$ cat src/rtl/mult_share_arbiter.sv
// Round-robin sequencer that shares one start/busy 32x32 multiplier among NUM_REQ requesters,
// returning each 64-bit product tagged with its owner id, with a watchdog on multiplier busy.
module mult_share_arbiter #(
  parameter int NUM_REQ = 4,
  parameter int ID_W    = 2,
  parameter int TIMEOUT = 15
) (
  input  logic                    clk,
  input  logic                    reset,
  input  logic [NUM_REQ-1:0]      req_valid,
  input  logic [32*NUM_REQ-1:0]   req_a,
  input  logic [32*NUM_REQ-1:0]   req_b,
  output logic [NUM_REQ-1:0]      req_ack,
  output logic                    resp_valid,
  output logic [ID_W-1:0]         resp_id,
  output logic [63:0]             resp_product,
  output logic                    resp_err,
  output logic                    mult_start,
  output logic [31:0]             mult_a,
  output logic [31:0]             mult_b,
  input  logic                    mult_busy,
  input  logic [63:0]             mult_product,
  output logic                    arb_busy
);

  typedef enum logic [1:0] {
    S_IDLE,
    S_ISSUE,
    S_WAIT,
    S_RESP
  } state_t;

  state_t          r_state;
  state_t          w_state_next;
  logic [ID_W-1:0] r_rr_ptr;
  logic [ID_W-1:0] r_owner;
  logic [31:0]     r_mult_a;
  logic [31:0]     r_mult_b;
  logic [ID_W-1:0] r_resp_id;
  logic [63:0]     r_resp_product;
  logic            r_resp_err;
  logic [7:0]      r_wait_cnt;

  logic            w_found;
  logic [ID_W-1:0] w_winner;
  logic [ID_W:0]   w_idx;
  logic            w_grant;
  logic            w_done;
  logic            w_timeout;
  logic [7:0]      w_cnt_inc;

  assign w_cnt_inc = r_wait_cnt + 8'd1;

  // Round-robin search from r_rr_ptr. Iterating downwards lets the lowest rotated
  // offset overwrite the others, so no early exit is needed.
  always_comb begin
    w_found  = 1'b0;
    w_winner = '0;
    w_idx    = '0;
    for (int k = NUM_REQ - 1; k >= 0; k--) begin
      w_idx = {1'b0, r_rr_ptr} + (ID_W + 1)'(k);
      if (w_idx >= (ID_W + 1)'(NUM_REQ)) w_idx = w_idx - (ID_W + 1)'(NUM_REQ);
      if (req_valid[w_idx[ID_W-1:0]]) begin
        w_found  = 1'b1;
        w_winner = w_idx[ID_W-1:0];
      end
    end
  end

  always_ff @(posedge clk) begin
    if (reset) r_state <= S_IDLE;
    else       r_state <= w_state_next;
  end

  // NOTE: every output of this block gets a default first, so no path leaves one
  // unassigned and no latch is inferred.
  always_comb begin
    w_state_next = r_state;
    mult_start   = 1'b0;
    req_ack      = '0;
    resp_valid   = 1'b0;
    arb_busy     = 1'b1;
    w_grant      = 1'b0;
    w_done       = 1'b0;
    w_timeout    = 1'b0;
    case (r_state)
      S_IDLE: begin
        arb_busy = 1'b0;
        if (w_found && !mult_busy) begin
          w_grant      = 1'b1;
          w_state_next = S_ISSUE;
        end
      end
      S_ISSUE: begin
        mult_start       = 1'b1;
        req_ack[r_owner] = 1'b1;
        w_state_next     = S_WAIT;
      end
      S_WAIT: begin
        if (!mult_busy) begin
          w_done       = 1'b1;
          w_state_next = S_RESP;
        end else if (w_cnt_inc == 8'(TIMEOUT)) begin
          w_timeout    = 1'b1;
          w_state_next = S_RESP;
        end
      end
      S_RESP: begin
        resp_valid   = 1'b1;
        w_state_next = S_IDLE;
      end
      default: w_state_next = S_IDLE;
    endcase
  end

  // NOTE: registered state uses non-blocking assignments so every register samples
  // pre-edge values regardless of statement order.
  always_ff @(posedge clk) begin
    if (reset) begin
      r_rr_ptr       <= '0;
      r_owner        <= '0;
      r_mult_a       <= '0;
      r_mult_b       <= '0;
      r_resp_id      <= '0;
      r_resp_product <= '0;
      r_resp_err     <= 1'b0;
      r_wait_cnt     <= '0;
    end else begin
      case (r_state)
        S_IDLE: begin
          if (w_grant) begin
            r_owner  <= w_winner;
            r_mult_a <= req_a[{w_winner, 5'b0} +: 32];
            r_mult_b <= req_b[{w_winner, 5'b0} +: 32];
          end
        end
        S_ISSUE: r_wait_cnt <= '0;
        S_WAIT: begin
          if (w_done) begin
            r_resp_product <= mult_product;
            r_resp_err     <= 1'b0;
            r_resp_id      <= r_owner;
          end else if (w_timeout) begin
            r_resp_product <= '0;
            r_resp_err     <= 1'b1;
            r_resp_id      <= r_owner;
          end else begin
            r_wait_cnt <= w_cnt_inc;
          end
        end
        S_RESP: begin
          // Explicit compare so the wrap is correct for non-power-of-two NUM_REQ.
          if (r_owner == ID_W'(NUM_REQ - 1)) r_rr_ptr <= '0;
          else                               r_rr_ptr <= r_owner + ID_W'(1);
        end
        default: ;
      endcase
    end
  end

  assign mult_a       = r_mult_a;
  assign mult_b       = r_mult_b;
  assign resp_id      = r_resp_id;
  assign resp_product = r_resp_product;
  assign resp_err     = r_resp_err;

endmodule

$ cat config.mk
export PLATFORM = sky130hd
export DESIGN_NAME = mult_share_arbiter
export DESIGN_NICKNAME = d
export VERILOG_FILES = /design/src/rtl/mult_share_arbiter.sv
export SDC_FILE = /design/constraint.sdc
export NUM_CORES = 1
export LEC_CHECK = 0
export BUFFER_PORTS_ARGS = -buffer_cell sky130_fd_sc_hd__clkbuf_2
export CAP_MARGIN = 20
export CORE_AREA = 2 2 183 185
export CTS_CLUSTER_DIAMETER = 80
export DETAILED_ROUTE_END_ITERATION = 10
export DIE_AREA = 0 0 185 187
export MAX_ROUTING_LAYER = met4
export PLACE_DENSITY = 0.43
export SLEW_MARGIN = 30
export SYNTH_ARGS = -nofsm -noshare
export SYNTH_HDL_FRONTEND = slang
export SYNTH_SLANG_ARGS = --single-unit
export TNS_END_PERCENT = 10
$ cat constraint.sdc
create_clock -name clk -period 2.1 [get_ports clk]
set_input_delay 0.42 -clock clk [delete_from_list [all_inputs] [get_ports clk]]
set_output_delay 0.42 -clock clk [all_outputs]
set_load 0.03 [all_outputs]
# --- Yosys cells after proc, flatten, opt, wreduce, memory -nomap -nowiden ---
# Cells that the tools add are included.
word_totals:
  word_cells: 96
  register_bits: 145
  out_inout_bits: 138
  inputBits: 327
classes:
  addsub: 9
  n_eq_ne: 9
  order_cmp: 10
  muxes: 47
  n_shift: 2
  reduce_logical: 10
op_table:
  columns: ["cell", "n"]
  rows:
  - ["$shiftx A128 B8 Y32", 2]
  - ["$mux W64", 2]
  - ["$mux W2", 14]
  - ["$mux W1", 21]
  - ["$mux W8", 2]
  - ["$pmux W8 S2", 1]
  - ["$lt A2 B3 Y1 const B", 5]
  - ["$ge A3 B3 Y1 const B", 3]
  - ["$add A8 B1 Y8 const B", 1]
  - ["$bmux W1 S2", 4]
  - ["$eq A8 B4 Y1 const B", 1]
  - ["$pmux W2 S4", 1]
  - ["$sub A2 B1 Y2 const B", 4]
  - ["$add A2 B2 Y3 const B", 2]
  - ["$eq A2 B2 Y1 const B", 3]
  - ["$ne A2 B2 Y1 const B", 3]
  - ["$reduce_and A2 Y1", 3]
  - ["$mux W4", 1]
  - ["$reduce_bool A2 Y1", 2]
  - ["$add A2 B1 Y3 const B", 1]
  - ["$ge A2 B3 Y1 const B", 1]
  - ["$ne A3 B3 Y1 const B", 1]
  - ["$reduce_and A3 Y1", 1]
  - ["$add A2 B1 Y2 const B", 1]
  - ["6 further kinds", 7]

# --- Logic depth before layout (Yosys ltp) ---
logic_depth:
  depth_word: 13
  mapped_depth: 8
  mapped_depth_nobuf: 7

# --- Worst setup path after synthesis ---
# Ideal clock, no wire load.
synth_path:
  kind: "reg-to-reg"
  from: "reg r_wait_cnt[1]"
  to: "reg r_wait_cnt[1]"
  t_arrival_ns: 1.911
  setup_ns: 0.065
  slack_ns: 0.123
  stages_incl_launch_ff: 8
  n_path_buf: 0
  period_less_slack_ns: 1.977
  required_ns: 2.035
  cell_sequence: "dfxtp_1 > ha_1 > and3_4 > and3_1 > o221ai_4 > o21ai_2 > mux2_2 > nor2_1"
synth_between:
  elab_chain_len: 7
synth_rtl:
  columns: ["item", "line_no", "source"]
  rows:
  - ["start: declaration", "42", "logic [7:0] r_wait_cnt;"]
  - ["start signal: assignment", "148", "r_wait_cnt <= w_cnt_inc;"]
  - ["$add A8 B1 Y8 *", "52", "assign w_cnt_inc = r_wait_cnt + 8'd1;"]
  - ["$eq A8 B4 Y1", "103", "end else if (w_cnt_inc == 8'(TIMEOUT)) begin"]
  - ["$mux W1", "103", null]
  - ["$mux W1", "100", "if (!mult_busy) begin"]
  - ["$mux W1", "86", "case (r_state)"]
  - ["$ne A2 B2 Y1 (no line)", null, null]
  - ["$reduce_and A3 Y1 (no line)", null, null]
# Mark *: on every way between the ends. The rest lies on a longest branch, timed or not. The select of a mux whose other input is x is not followed.
# A chain may end at the register's enable or synchronous reset.

# --- Worst setup path in the final report ---
layout_path:
  from: "reg r_wait_cnt[0]"
  to: "reg r_resp_product[3] (netlist: resp_product[3])"
layout_between:
  elab_chain_len: 7
layout_rtl:
  columns: ["item", "line_no", "source"]
  rows:
  - ["$add A8 B1 Y8", "52", null]
  - ["$eq A8 B4 Y1", "103", null]
  - ["$mux W1", "103", null]
  - ["$mux W1", "100", null]
  - ["$mux W1", "86", null]
  - ["$reduce_bool A2 Y1 (no line)", null, null]
  - ["$reduce_and A2 Y1 (no line)", null, null]
  - ["end signal: assignment", "140", "r_resp_product <= mult_product;"]
  - ["end: declaration", "40", "logic [63:0] r_resp_product;"]
# No other way between the ends.

==> reports/qor.yml <==
run_status:
  outcome: "complete, but fails checks"
  violations: "negative setup slack"
synth:
  syn_area_per_cell_um2: 10.5
  ys_ff_latch: 145
  synth_nets: 979
  synth_flop_cell: "dfxtp_1"
  synth_area_leaders: "dfxtp_1 43%, mux2i_1 20%, a22o_1 8.5%"
  netlist_area_mm2: 0.00674
  synth_top_area_share_pct: 43.1
  yosysTopAreaCell: "dfxtp_1"
  synth_common_cells: "145 x dfxtp_1, 133 x mux2i_1, 72 x nand2_1"
  yosysSeqAreaShare_pct: 43.1
  syn_inst: 641
  ys_warn_count: 0
  ys_types: 47
  yosysMostFrequentCell: "dfxtp_1"
  synth_enable_flop_cells: 0
  synthArstFlopShare_pct: 0
global_routing:
  antenna_found_initial: 3
  grt_pass1_vias: 7138
  grt_first_pass_wirelength_um: 42300
  grt_max_degree: 53
  grt.total_usage_pct: 17.0
  overflow: 0
timing:
  hold_slack_ns: 0.188
  fin_crit_ns: 2.11
  fin_worst_skew_ns: 0.00574
  worst_slew_pin_slew_ns: 0.597
  final.period_utilization_pct: 100
  max_freq_ghz: 0.475
  drv_slew: 0
  hold_viol: 0
  setup_viol: 4
  grt_setup_unrepaired: "true"
  slew_headroom_pct: 60.2
  setup_ws_ns: -0.00545
worst_setup_path:
  worstSetupEndpointType: "flip-flop"
  crit_fanout: 8
  setup.worst_path.class: "flip-flop to flip-flop"
  crit_arrival_ns: 2.43
  path_cells: "ha_2 -> buf_4 -> or2b_1 -> a21oi_2 -> o221ai_4 -> a21oi_4 -> buf_12 -> nor2_4 -> clkbuf_16 -> a22o_1"
  required_ns: 2.43
  cp_slowest_cell: "dfxtp_2"
  startpoint_type: "flip-flop"
  cp_slowest_stage_delay_ns: 0.32
floorplan:
  fp.dieW_um: 185
  core_area_mm2: 0.0329
  num_rows: 67
  die-area_mm2: 0.0346
  die_h_um: 187
  initial_core_util_pct: 20.5
  ios: 465
power_and_ir_drop:
  clockPowerShare_pct: 30.6
  swShare_pct: 37.9
  netSwitchingPower_uw: 3900
  p_leak_uw: 0.00568
  power.internal_uw: 6390
  seqPwrFrac_pct: 33.9
  power_density_mw_per_mm2: 965
  ir_worst_vdd_mv: 0.552
  pwr-share-comb_pct: 35.5
placement:
  place.gp.congestion: 0.789
  place.port_buffers: 464
  dp_slack_ns: -0.219
  placed_cell_area_mm2: 0.00993
  hpwl_um: 22500
cells_and_area:
  layout-drive-gt1-share_pct: 51.0
  fin_nets: 1469
  filler_cell_count: 3505
  multi_input_area_mm2: 0.00357
  regArea_mm2: 0.00291
  area_growth_pct: 58.3
  stdcell_area_mm2: 0.0107
flow_run:
  max_cap_violations: 0
clocking:
  cts_tree: "yes"
  root_buffer: "clkbuf_16"
  cts_max_level: 4
  clkLatencyLatePin_ns: 0.44
  cts_sinks: 145
  clk_pin_slew_ns: 0.07
  cts_buffers: 17
  cts_buffer_depth: 2
routing:
  ant_nets: 0
  viasPerCell: 4.46
  wl_um: 29100
  drtPass1Iterations: 4
  vias: 7107
  drc_errors: 0
  wl_per_cell_um: 18.3
  drt_iter0_drc: 193
worst_hold_path:
  hp-class: "input pin to flip-flop"
==> cells in the final DEF (no fill, tap or decap), types with 7 or more instances in the layout <==
master     netlist  layout
nor2_1          17      17
inv_1           12      12
buf_12           0      16
ha_1            11       9
buf_4            2      41
mux2i_1        133     133
clkbuf_2         0     464
o221ai_1        64      64
clkbuf_16        0      18
a21oi_1          8       7
dfxtp_1        145     142
a22o_1          65      65
nand2_1         72      71
==> layer usage <==
layer  share of wire, %  up-vias  track usage (%)
met5                  0        -                -
li1                   -     3438                -
met3                9.1       17             6.70
met4               0.98        0             4.15
met1                 39     3345             18.1
met2                 51      307             29.3
==> registers in the layout, summed over array words and instances, names as in the netlist <==
register      flops
r_rr_ptr          2
r_owner           2
resp_err          1
resp_product     64
mult_b           32
resp_id           2
mult_a           32
r_wait_cnt        8
r_state           2
==> path summary, 6_finish.rpt <==
path	start	to	slack, ns	depth (start not counted)
setup / recovery	r_wait_cnt[0]	resp_product[3]	-0.005	10
hold reg to reg	mult_b[10]	mult_b[10]	0.46	2
setup reg to reg	r_wait_cnt[0]	resp_product[3]	-0.005	10
hold / removal	mult_product[4]	resp_product[4]	0.19	2
==> stage by stage <==
step	utilization, %	instances	power [uW]	TNS [ns]
after floorplan	-	641	5700	0
after global placement	30.2	1553	7130	-14.85
after CTS	32.2	1588	10400	-0.181
after global routing	32.5	1595	10900	-4.20
final	32.5	1595	10300	-0.0120
after detailed placement	30.2	1553	7130	-13.14
==> layout make-up <==
type                            instances  area share, %
Inverter                               12          0.422
Clock buffer                           18           4.12
Antenna cell                            3         0.0704
Clock inverter                         14           1.47
Multi-Input combinational cell        433           33.5
Sequential cell                       145           27.3
Tap cell                              448           5.26
Timing Repair Buffer                  522           27.9
==> power by group through the flow <==
stage          combinational, uW  clock (uW)  sequential (uW)
2_1_floorplan               1350           0             4350
3_3_place_gp                3590           0             3540
3_5_place_dp                3600           0             3530
4_1_cts                     3660        3260             3480
5_1_grt                     3930        3390             3550
6_report                    3660        3150             3480
==> worst max-delay path: cells and delay by family (launching register included) <==
| family | cells | cell delay (ns) |
|---|---|---|
| simple gates | 2 | 0.29 |
| buf+inv | 3 | 0.48 |
| flops | 1 | 0.32 |
| compound gates | 4 | 0.72 |
| fa+ha+maj | 1 | 0.18 |
==> cells by family (layout without fill, tap and decap cells) <==
logic type / Yosys count / after routing / share of synthesized area [%]
AOI/OAI and AO/OA: 164 / 164 / 21.1
DFF: 145 / 145 / 43.1
muxes: 135 / 135 / 20.1
and+or+nand+nor: 119 / 121 / 8.23
buffers and inverters: 65 / 566 / 5.13
adders and majority gates: 11 / 11 / 2.04
xor gates and xnor gates: 2 / 2 / 0.260
other: 0 / 3 / 0
==> what timing repair did <==
action	4_1_cts	5_1_grt
buffers inserted	1	3
gates resized for setup	5	5
hold buffers	0	0
pin swaps	15	37
setup endpoints to repair	69	78
gates cloned	2	1
Power figures use the tool's default switching activity.
